## src/rtl/stack_ctrl.sv

```systemverilog
// stack_ctrl: stack-pointer unit for the processor data path.
// It produces the data-memory address for PUSH, POP and LOAD-SP.
// It tracks the pointer, the depth and the full/empty flags.
// An illegal operation puts the unit into a sticky FAULT state; the pointer never wraps.
// Optional feature: define STACK_HWM_EN to build the high-water-mark register behind hwm.
// Without STACK_HWM_EN, hwm is tied to zero.
module stack_ctrl #(
    parameter int                ADDR_W      = 8,
    parameter logic [ADDR_W-1:0] STACK_TOP   = 8'hFF,
    parameter logic [ADDR_W-1:0] STACK_LIMIT = 8'hAF
) (
    input  logic              clk,
    input  logic              rst,
    input  logic [1:0]        op,
    input  logic [ADDR_W-1:0] load_val,
    input  logic              fault_clr,
    output logic [ADDR_W-1:0] address,
    output logic [ADDR_W-1:0] sp,
    output logic [ADDR_W-1:0] depth,
    output logic              full,
    output logic              empty,
    output logic              fault,
    output logic [1:0]        fault_code,
    output logic [ADDR_W-1:0] hwm
);

    generate
        if (STACK_LIMIT >= STACK_TOP) begin : g_bad_params
            $error("stack_ctrl: STACK_LIMIT must be below STACK_TOP");
        end
    endgenerate

    localparam logic [ADDR_W-1:0] ONE = ADDR_W'(1);

    localparam logic [1:0] OP_HOLD = 2'b00;
    localparam logic [1:0] OP_PUSH = 2'b01;
    localparam logic [1:0] OP_POP  = 2'b10;
    localparam logic [1:0] OP_LOAD = 2'b11;

    localparam logic [1:0] CODE_NONE = 2'b00;
    localparam logic [1:0] CODE_OVF  = 2'b01;
    localparam logic [1:0] CODE_UNF  = 2'b10;
    localparam logic [1:0] CODE_LOAD = 2'b11;

    typedef enum logic {S_RUN, S_FAULT} state_t;

    state_t            state;
    logic [ADDR_W-1:0] sp_nxt;
    logic              go_fault;
    logic [1:0]        code_nxt;
    logic              load_ok;

    // Status is derived straight from the pointer; a pop reads the slot above sp.
    assign depth   = STACK_TOP - sp;
    assign full    = (sp == STACK_LIMIT);
    assign empty   = (sp == STACK_TOP);
    assign fault   = (state == S_FAULT);
    assign address = op[1] ? (sp + ONE) : sp;
    assign load_ok = (load_val >= STACK_LIMIT) && (load_val <= STACK_TOP);

    // Decode the requested op into the next pointer or a fault with its cause.
    always_comb begin
        sp_nxt   = sp;
        go_fault = 1'b0;
        code_nxt = CODE_NONE;
        if (state == S_RUN) begin
            case (op)
                OP_PUSH: begin
                    if (full) begin
                        go_fault = 1'b1;
                        code_nxt = CODE_OVF;
                    end else begin
                        sp_nxt = sp - ONE;
                    end
                end
                OP_POP: begin
                    if (empty) begin
                        go_fault = 1'b1;
                        code_nxt = CODE_UNF;
                    end else begin
                        sp_nxt = sp + ONE;
                    end
                end
                OP_LOAD: begin
                    if (load_ok) begin
                        sp_nxt = load_val;
                    end else begin
                        go_fault = 1'b1;
                        code_nxt = CODE_LOAD;
                    end
                end
                default: ;
            endcase
        end
    end

    // RUN/FAULT state machine. It owns the pointer and the fault code.
    // In FAULT the pointer stays frozen until fault_clr is seen.
    always_ff @(posedge clk or posedge rst) begin
        if (rst) begin
            state      <= S_RUN;
            sp         <= STACK_TOP;
            fault_code <= CODE_NONE;
        end else begin
            case (state)
                S_RUN: begin
                    sp <= sp_nxt;
                    if (go_fault) begin
                        state      <= S_FAULT;
                        fault_code <= code_nxt;
                    end
                end
                S_FAULT: begin
                    if (fault_clr) begin
                        state      <= S_RUN;
                        fault_code <= CODE_NONE;
                    end
                end
                default: begin
                    state <= S_RUN;
                end
            endcase
        end
    end

`ifdef STACK_HWM_EN
    logic [ADDR_W-1:0] hwm_q;
    logic [ADDR_W-1:0] depth_nxt;

    assign depth_nxt = STACK_TOP - sp_nxt;
    assign hwm       = hwm_q;

    // Track the deepest stack seen since the last reset or fault_clr, loads included.
    always_ff @(posedge clk or posedge rst) begin
        if (rst) begin
            hwm_q <= '0;
        end else if (fault_clr) begin
            hwm_q <= '0;
        end else if (depth_nxt > hwm_q) begin
            hwm_q <= depth_nxt;
        end
    end
`else
    assign hwm = '0;
`endif

endmodule

```

## config.mk

```make
export PLATFORM = sky130hd
export DESIGN_NAME = stack_ctrl
export DESIGN_NICKNAME = d
export VERILOG_FILES = /design/src/rtl/stack_ctrl.sv
export SDC_FILE = /design/constraint.sdc
export NUM_CORES = 1
export LEC_CHECK = 0
export BUFFER_PORTS_ARGS = -buffer_cell sky130_fd_sc_hd__buf_2
export CAP_MARGIN = 10
export CORE_MARGIN = 4
export CORE_UTILIZATION = 51
export CTS_CLUSTER_DIAMETER = 60
export DETAILED_ROUTE_END_ITERATION = 10
export GPL_ROUTABILITY_DRIVEN = 0
export PLACE_DENSITY = 0.85
export SLEW_MARGIN = 20
export SYNTH_ARGS = -nofsm -noshare
export SYNTH_HDL_FRONTEND = slang
export SYNTH_SLANG_ARGS = --single-unit
```

## constraint.sdc

```tcl
create_clock -name clk -period 4.4 [get_ports clk]
set_clock_uncertainty 0.1 [all_clocks]
set_input_delay 0.88 -clock clk [delete_from_list [all_inputs] [get_ports clk]]
set_output_delay 0.88 -clock clk [all_outputs]
set_load 0.05 [all_outputs]
```

==> summary.txt <==
OUTCOME
------------------------------------------------------------------------------------
Result of the run                                                       complete, no violations

LOGIC SYNTHESIS
------------------------------------------------------------------------------------
Cell count after synthesis                                                       152
Dominant combinational cell family by area after synthesis              simple AND/OR/NAND/NOR gates
Flop and latch count out of synthesis                                             11
Share of the yosys chip area belonging to registers                            24.1%
Yosys top cell by area                                                  sky130_fd_sc_hd__dfstp_2
Most instantiated flip-flop cell in the synthesis netlist               sky130_fd_sc_hd__dfstp_2
Proportion of synthesized flip-flops having asynchronous set or reset           100%
Fraction of the mapped netlist area in simple logic gates                      29.0%
Xor and xnor fraction of the mapped netlist area                               6.67%
Multiplexer share of the synthesized area                                     0.952%
Synth cell types                                                                  51
Adder-cell area share of the yosys netlist                                     2.12%
Number of enable flip-flop cells after synthesis                                   0
Synth top area share                                                           17.8%
Top area cells in the synthesized netlist                               sky130_fd_sc_hd__dfstp_2 18%, sky130_fd_sc_hd__dfrtp_1 6.3%, sky130_fd_sc_hd__xnor2_1 5.9%, sky130_fd_sc_hd__buf_4 5.1%, sky130_fd_sc_hd__nor2_1 3.8%
Post-synthesis instance area                                               1180 um^2
Average cell area after synthesis                                          7.78 um^2
Synth warnings                                                                     0
Synth Area in Compound Gates                                                   22.4%

DRT
------------------------------------------------------------------------------------
Total Routed Length                                                          3.12 mm
Post-DR vias/cell                                                               5.80
Number of antenna-violating nets in the routed design                              0
Post-detailed-route wirelength per cell                                      14.7 um
Number of DRC violations after detailed routing                                    0
Number of vias in the routed layout                                             1230
Detailed Routing Iterations Pass 1                                                 4
Starting DRC count in detailed routing                                            48

POWER
------------------------------------------------------------------------------------
Switching power share of the total                                             63.7%
Pwr Total                                                                    1060 uW
Cell-internal power                                                           384 uW
Max VDD drop                                                                  467 uV
Cell leakage power                                                       0.000597 uW
Power dissipated by switching net loads                                       672 uW
Fraction of power consumed by sequential logic                                 24.7%
Pwr Density                                                              785 nW/um^2
Part of the power in the clock network                                          6.8%
Share of power burned in combinational logic                                   68.5%

FLOORPLANNING
------------------------------------------------------------------------------------
Core area                                                                  2210 um^2
Die Wd                                                                       56.2 um
Die area                                                                   3150 um^2
Vert. Die Dim                                                                56.2 um
Number of top-level pins                                                          50
Site Rows                                                                         17
Initial standard-cell utilization of the core                                  53.5%

MIN PATH
------------------------------------------------------------------------------------
Hold crit path type                                                     register to register
Worst hold start                                                        fault_code[1]

CLOCK NETWORK
------------------------------------------------------------------------------------
Clk buf depth                                                                      2
Level count of the clock H-tree                                                    1
Count of hold buffers inserted by post-cts repair                                  0
Clock tree from TritonCTS                                                        yes
Resized cells post-CTS                                                             0
Clk root buf                                                            sky130_fd_sc_hd__clkbuf_4
Total clock buffers created by CTS                                                 3
Post-CTS setup repair buffer count                                                 0
Clock sink total                                                                  11
Clock-pin slew on the worst setup and hold paths                             0.08 ns
Clock latency on the worst-skew pair                                         0.27 ns

GLOBAL ROUTING
------------------------------------------------------------------------------------
Initial antenna violation count                                                    0
Gr usage total                                                                 19.9%
First-pass GRT wire length                                                   5.20 mm
Via count of the first global-routing pass                                      1123
GRT overflow                                                                       0
Maximum number of pins on one net before global-route repair                      25

CELLS AND AREA
------------------------------------------------------------------------------------
Fill cells                                                                       230
Area growth, synth to finish                                                   13.9%
Diode count                                                                        0
Final Net Count                                                                  200
Post-route non-filler standard cell count                                        212
Share of cells above drive strength 1                                          32.6%

CRITICAL PATH
------------------------------------------------------------------------------------
WP data required                                                             3.42 ns
Critical-path cell with the highest stage delay                         sky130_fd_sc_hd__dfstp_2
Capturing element type of the critical path                               output pin
Critical path type                                                      register to output pin
Nature of the critical path startpoint                                      register
Crit. Startpoint                                                               sp[0]
Critical-path cell list                                                 ha_1, and3_1, nand4_1, xnor2_1, buf_2
Data arrival, critical path                                                  2.07 ns
Largest stage delay on the critical path                                     0.64 ns
Launching point of the worst reg2reg path                                      sp[0]
CP max FO                                                                         10

STA
------------------------------------------------------------------------------------
Min cycle time layout                                                        3.05 ns
Max-slew violation total from the final report                                     0
Final total negative setup slack                                                0 ns
Fmax                                                                         328 MHz
Worst slew margin relative to its limit                                        63.3%
Final Hold Violating Endpoints                                                     0
Setup-violating endpoint count in the final report                                 0
Post-route clock period utilization                                            69.3%
Setup repair after global routing missed its margin                               no
Worst slew pin tran                                                         0.551 ns

PLACE
------------------------------------------------------------------------------------
Number of input and output port buffers inserted                                  41
Number of cells after detailed placement                                         208
Detailed-placement wirelength estimate                                       2.34 mm

FLOW RUN
------------------------------------------------------------------------------------
Max-cap violations                                                                 0

==> registers in the layout, indices dropped and copies added (netlist names) <==
| name | count |
|---|---|
| sp | 8 |
| fault | 1 |
| fault_code | 2 |
==> worst paths after layout <==
kind / cells past startpoint / slack, ns / endpoint
worst max-delay path: 5 / 1.35 / address[6]
worst min-delay path: 2 / 0.41 / fault_code[1]
worst max register to register: 6 / 1.84 / sp[2]
worst min register to register: 2 / 0.41 / fault_code[1]
max in group asynchronous: 2 / 3.37 / sp[7]
min in group asynchronous: 2 / 0.50 / fault_code[0]
==> power by group through the flow <==
stage	clock, uW	combinational, uW	sequential, uW
2_1_floorplan	0	520	327
6_report	71.9	724	261
4_1_cts	72.9	725	260
5_1_grt	79.3	766	272
3_5_place_dp	0	723	260
3_3_place_gp	0	716	255
==> layout make-up <==
class                   instances  area (um^2)  share of cell area (%)
inverters                      11         41.3                    3.07
repair buffers                 41          205                    15.2
flip-flops and latches         11          285                    21.2
well taps                      28         35.0                    2.60
clock buffers                   4         26.3                    1.95
multi-input cells             117          753                    55.9
==> cell usage after synthesis (3+ instances only) <==
| cell | count |
|---|---|
| sky130_fd_sc_hd__a21oi_1 | 4 |
| sky130_fd_sc_hd__buf_2 | 7 |
| sky130_fd_sc_hd__buf_4 | 8 |
| sky130_fd_sc_hd__clkbuf_1 | 3 |
| sky130_fd_sc_hd__dfrtp_1 | 3 |
| sky130_fd_sc_hd__dfstp_2 | 8 |
| sky130_fd_sc_hd__inv_1 | 11 |
| sky130_fd_sc_hd__nand2_1 | 9 |
| sky130_fd_sc_hd__nand2b_1 | 5 |
| sky130_fd_sc_hd__nand3_1 | 7 |
| sky130_fd_sc_hd__nand4_1 | 6 |
| sky130_fd_sc_hd__nor2_1 | 12 |
| sky130_fd_sc_hd__nor2b_1 | 3 |
| sky130_fd_sc_hd__nor3_1 | 4 |
| sky130_fd_sc_hd__o21ai_0 | 7 |
| sky130_fd_sc_hd__o21ai_1 | 3 |
| sky130_fd_sc_hd__or3_1 | 3 |
| sky130_fd_sc_hd__xnor2_1 | 8 |
==> critical path, delay by kind of cell (launching register included) <==
| kind | cells | cell delay (ns) |
|---|---|---|
| buffers and inverters | 1 | 0.28 |
| AND/OR/NAND/NOR | 2 | 0.44 |
| flip-flops | 1 | 0.64 |
| adder cells (fa/ha/maj) | 1 | 0.29 |
| XOR/XNOR | 1 | 0.15 |
==> stage by stage <==
step,worst slack [ns],hold WS (ns),instance area (um^2),utilization [%]
global placement,1.62,0.391,1320,59.7
detailed placement,1.54,0.395,1320,59.7
finish,1.35,0.412,1350,60.9
global route,1.25,0.431,1350,60.9
CTS,1.38,0.416,1350,60.9
floorplan,0.863,0.530,1210,-
==> per-layer routing <==
| layer | vias to the layer above | wire length, um | GRT usage (%) | part of all wire (%) |
|---|---|---|---|---|
| li1 | 592 | - | - | - |
| met1 | 561 | 1370 | 27.5 | 44 |
| met2 | 71 | 1410 | 29.7 | 45 |
| met3 | 6 | 311 | 5.34 | 10 |
| met4 | 0 | 32 | 6.78 | 1.0 |
| met5 | - | 0 | 0 | 0 |
==> layout by cell type, fill, tap and decap left out, types with 3 or more instances in the layout <==
master	n
sky130_fd_sc_hd__nand4_1	6
sky130_fd_sc_hd__nand2b_1	5
sky130_fd_sc_hd__xnor2_1	8
sky130_fd_sc_hd__inv_1	11
sky130_fd_sc_hd__a21oi_1	4
sky130_fd_sc_hd__nand3_1	7
sky130_fd_sc_hd__nor2b_1	3
sky130_fd_sc_hd__dfrtp_1	3
sky130_fd_sc_hd__nor2_1	12
sky130_fd_sc_hd__dfstp_2	8
sky130_fd_sc_hd__nand2_1	9
sky130_fd_sc_hd__or3_1	3
sky130_fd_sc_hd__nor3_1	4
sky130_fd_sc_hd__conb_1	8
sky130_fd_sc_hd__clkbuf_4	3
sky130_fd_sc_hd__o21ai_1	3
sky130_fd_sc_hd__buf_2	41
sky130_fd_sc_hd__o21ai_0	7
==> logic make-up after synthesis <==
family | count (synthesis)
other | 1
flip-flops | 11
XOR/XNOR | 9
buffers and inverters | 31
multiplexers | 1
AO/OA/AOI/OAI | 36
adder cells (fa/ha/maj) | 2
AND/OR/NAND/NOR | 61
Power figures use the tool's default switching activity.
